$ cat src/rtl/counter_pkg.sv
// Shared constants and helpers for the counters library.
package counter_pkg;

  localparam logic CNT_UP = 1'b1;
  localparam logic CNT_DN = 1'b0;

  localparam int unsigned MODE_WRAP = 0;
  localparam int unsigned MODE_SAT  = 1;

  // Wide enough to hold any modulus up to 2**32 without truncation.
  localparam int unsigned CMP_W = 33;

  function automatic logic [CMP_W-1:0] clamp_mod(input logic [CMP_W-1:0] value,
                                                 input logic [CMP_W-1:0] modulus);
    return (value >= modulus) ? (modulus - CMP_W'(1)) : value;
  endfunction

endpackage

$ cat src/rtl/counter_updown_mod.sv
// Up/down modulo counter with load, clear, enable, wrap/saturate mode,
// terminal-count flag and registered wrap/saturation event pulse.
module counter_updown_mod
  import counter_pkg::*;
#(
  parameter int unsigned     WIDTH    = 4,
  parameter longint unsigned MODULUS  = 16,
  parameter int unsigned     SATURATE = 0
) (
  input  logic             clk,
  input  logic             reset_n,
  input  logic             en,
  input  logic             clr,
  input  logic             load,
  input  logic [WIDTH-1:0] load_val,
  input  logic             up_dn,
  output logic [WIDTH-1:0] count,
  output logic             tc,
  output logic             evt
);

  localparam int unsigned     XW      = WIDTH + 1;
  localparam logic [XW-1:0]   MOD_X   = XW'(MODULUS);
  localparam logic [XW-1:0]   MAX_X   = MOD_X - XW'(1);
  localparam logic [WIDTH-1:0] CNT_MAX = WIDTH'(MAX_X);
  localparam logic            SAT     = (SATURATE == MODE_SAT);

  // Reject illegal configurations at elaboration.
  if (WIDTH < 1 || WIDTH > 32) begin : g_bad_width
    $error("counter_updown_mod: WIDTH must be 1..32");
  end
  if (MODULUS < 2 || MODULUS > (64'd1 << WIDTH)) begin : g_bad_modulus
    $error("counter_updown_mod: MODULUS must be 2..2**WIDTH");
  end
  if (SATURATE != MODE_WRAP && SATURATE != MODE_SAT) begin : g_bad_mode
    $error("counter_updown_mod: SATURATE must be 0 or 1");
  end

  logic [XW-1:0]    count_x;
  logic             at_top;
  logic             at_zero;
  logic             dir_up;
  logic             at_bound;
  logic             refused;
  logic             blocked;
  logic [WIDTH-1:0] step_val;
  logic [WIDTH-1:0] load_cnt;

  // Bound detection and next step value, all modulo MODULUS.
  always_comb begin
    count_x  = {1'b0, count};
    at_top   = (count_x == MAX_X);
    at_zero  = (count == '0);
    dir_up   = (up_dn == CNT_UP);
    at_bound = dir_up ? at_top : at_zero;
    refused  = en && at_bound && SAT;
    if (dir_up) begin
      step_val = at_top ? '0 : (count + WIDTH'(1));
    end else begin
      step_val = at_zero ? CNT_MAX : (count - WIDTH'(1));
    end
    load_cnt = WIDTH'(clamp_mod(CMP_W'(load_val), CMP_W'(MODULUS)));
  end

  assign tc = ((up_dn == CNT_UP) && at_top) || ((up_dn == CNT_DN) && at_zero);

  // Count state; 'blocked' remembers a refused step so evt fires only once.
  always_ff @(posedge clk or negedge reset_n) begin
    if (!reset_n) begin
      count   <= '0;
      evt     <= 1'b0;
      blocked <= 1'b0;
    end else if (clr) begin
      count   <= '0;
      evt     <= 1'b0;
      blocked <= 1'b0;
    end else if (load) begin
      count   <= load_cnt;
      evt     <= 1'b0;
      blocked <= 1'b0;
    end else if (en) begin
      if (refused) begin
        evt     <= !blocked;
        blocked <= 1'b1;
      end else begin
        count   <= step_val;
        evt     <= at_bound;
        blocked <= 1'b0;
      end
    end else begin
      evt     <= 1'b0;
      blocked <= 1'b0;
    end
  end

endmodule
$ cat config.mk
export PLATFORM = sky130hd
export DESIGN_NAME = counter_updown_mod
export DESIGN_NICKNAME = d
export VERILOG_FILES = /design/src/rtl/counter_pkg.sv /design/src/rtl/counter_updown_mod.sv
export SDC_FILE = /design/constraint.sdc
export NUM_CORES = 1
export LEC_CHECK = 0
export BUFFER_PORTS_ARGS = -buffer_cell sky130_fd_sc_hd__buf_4
export CORE_AREA = 2 2 39 41
export CTS_CLUSTER_SIZE = 20
export DETAILED_ROUTE_END_ITERATION = 8
export DIE_AREA = 0 0 41 43
export PLACE_DENSITY = 0.58
export SYNTH_ARGS = -nofsm -noshare
export SYNTH_HDL_FRONTEND = slang
export SYNTH_SLANG_ARGS = --single-unit
$ cat constraint.sdc
create_clock -name clk -period 1.92 [get_ports clk]
set_input_delay 0.192 -clock clk [delete_from_list [all_inputs] [get_ports clk]]
set_output_delay 0.192 -clock clk [all_outputs]
set_load 0.01 [all_outputs]
==> out/results.ini <==
[critical_path]
slowest_stage=or4b_4
worstPathArrival_ps=1550
critPathBufInv=2
cp_cell_sequence=inv_1 -> ha_1 -> or4b_4 -> nand2_1 -> buf_4
critPathCaptureType=primary output
cp-start-kind=flop
cp_top_family=simple AND/OR/NAND/NOR gates
cp_slowest_stage_delay_ps=490
cp_max_fo=3
critical_path_class=reg2out
required_ps=1730

[global_route]
antenna_found_initial=0
grt_usage_pct=13.7
grt_max_degree=11
grt_pass1_vias=361
grt_overflow=0
grt_pass1_wl_mm=1.58

[route]
firstDrtPassIters=4
detail-route-antenna-nets=0
wl_per_cell_um=12.0
drc_errors=0
drt_iter0_drc=2
num_vias=393
viasPerCell=4.68
wirelength_mm=1.00

[power]
p_seq_share_pct=33.3
p_total_w=0.000360
internal_power_w=0.000254
p_leak_nw=0.291
p_clk_share_pct=33.7
combPwrFrac_pct=33.1
p_per_area_nw_per_um2=613
p_switching_w=0.000107
swShare_pct=29.6
ir_drop_uv=424

[logic_synthesis]
ys_ff_latch=5
synth_nets=59
synth_edf_count=0
ys_types=26
syn_avg_cell_area_um2=8.71
synthFlopType=dfrtp_1
async_reset_ff_share_pct=100
synth_area_um2=409
ys_seq_area_share_pct=30.6
synthCells=47
yosysWarnings=0

[sta]
worst_pin_slew_ps=444
finalCritPeriodShare_pct=90.8
min_period_ps=1740
fin_setup_tns_ps=0
rsz0062_at_grt=false
final_hold_viol_count=0
fin_skew_ps=4.47
setup_violations=0
layout_setup_ws_ps=176
fmax_mhz=573
relSlewSlack_pct=69.6
drv_slew=0

[cells_and_area]
areaGrowthSynthToFinish_pct=43.7
nNetsFinal=81
drive_gt1_share_pct=35.3
layout_commonest_cell=buf_4
postLayoutCoreUtil_pct=42.5
antennaDiodeCount=0
final_cell_mix=18 x buf_4, 7 x inv_1, 5 x a21oi_1, 5 x dfrtp_1

[place]
place_congestion=0.829
pre_cts_ws_ps=315
hpwl_um=754
portBuffers=15

[floorplan]
die_h_um=43
core_region_area_um2=1380
start_util_pct=29.6
row_count=14
die_w_um=41
die_area_um2=1760
io_pins=16

[cts]
htreeDepth=1
cts_tree=yes
clk-insertion-delay-late_ps=240
cts_buffers=3
clockBufferDepth=2
clkSlewWorstSetupHoldPaths_ps=40
cts-root-buf=clkbuf_4
cts.sinks=5
postCtsResizedCells=0

[flow_run]
maxCapViolCount=0

[run_status]
status=finished, final reports clean

[worst_hold_path]
hold_class=in2reg

[repair_timing]
item / 4_1_cts / 5_1_grt
buffers inserted: 0 / 0
hold buffers: 1 / 0
endpoints found under the hold margin: 5 / 0
[per-layer routing]
| metal | track usage [%] | part of all wire (%) | up-vias |
|---|---|---|---|
| li1 | - | - | 211 |
| met1 | 19.5 | 50 | 167 |
| met2 | 18.1 | 43 | 15 |
| met3 | 4.71 | 6.5 | 0 |
| met4 | 6.00 | 0 | 0 |
| met5 | 0 | 0 | - |
[synthesized netlist by cell type, types with 2 or more instances]
cell type | count | area share [%]
nor2_1 | 3 | 2.8
xnor2_1 | 2 | 4.3
a21oi_1 | 5 | 6.1
dfrtp_1 | 5 | 31
inv_1 | 7 | 6.4
ha_1 | 2 | 6.1
nand2_1 | 3 | 2.8
mux2i_1 | 2 | 4.9
[per-stage QoR]
step	hold WS [ps]	cells	area (um2)
3_5_place_dp	-3.67	79	552
3_3_place_gp	-5.06	79	552
6_report	148	84	588
5_1_grt	143	84	588
2_1_floorplan	-104	47	409
4_1_cts	145	84	588
[registers in the layout, summed over array words and instances, names as in the netlist]
register	flops
count	4
evt	1
[cells by family (layout without fill, tap and decap cells)]
logic type | count (synthesis) | after routing | synth area share, %
xor gates and xnor gates | 2 | 2 | 4.28
muxes | 2 | 2 | 4.89
adders and majority gates | 2 | 2 | 6.12
DFF | 5 | 5 | 30.6
and+or+nand+nor | 13 | 13 | 19.0
buffers and inverters | 9 | 30 | 9.48
AOI/OAI and AO/OA | 14 | 14 | 25.7
[path summary, 6_finish.rpt]
kind | from | end | slack (ps) | depth (start not counted)
max in group asynchronous | reset_n | count[1] | 1530 | 2
hold reg to reg | count[3] | evt | 610 | 2
setup reg to reg | count[0] | count[0] | 300 | 6
hold / removal | clr | count[0] | 150 | 2
setup / recovery | count[0] | tc | 180 | 5
min in group asynchronous | reset_n | evt | 290 | 2
[cell type report]
class	count	area [um2]
clock buffer	4	26.3
inverter	7	26.3
tap	16	20.0
timing repair buffer	19	145
fill	139	796
sequential	5	125
multi-input combinational	33	245
[power by group through the flow]
stage | registers, W | logic (W) | clock network, W
final | 0.000120 | 0.000119 | 0.000121
after global routing | 0.000121 | 0.000129 | 0.000141
after CTS | 0.000120 | 0.000120 | 0.000126
after detailed placement | 0.000121 | 0.000117 | 0
after global placement | 0.000121 | 0.000117 | 0
after floorplan | 0.000130 | 0.0000559 | 0
Power figures use the tool's default switching activity.
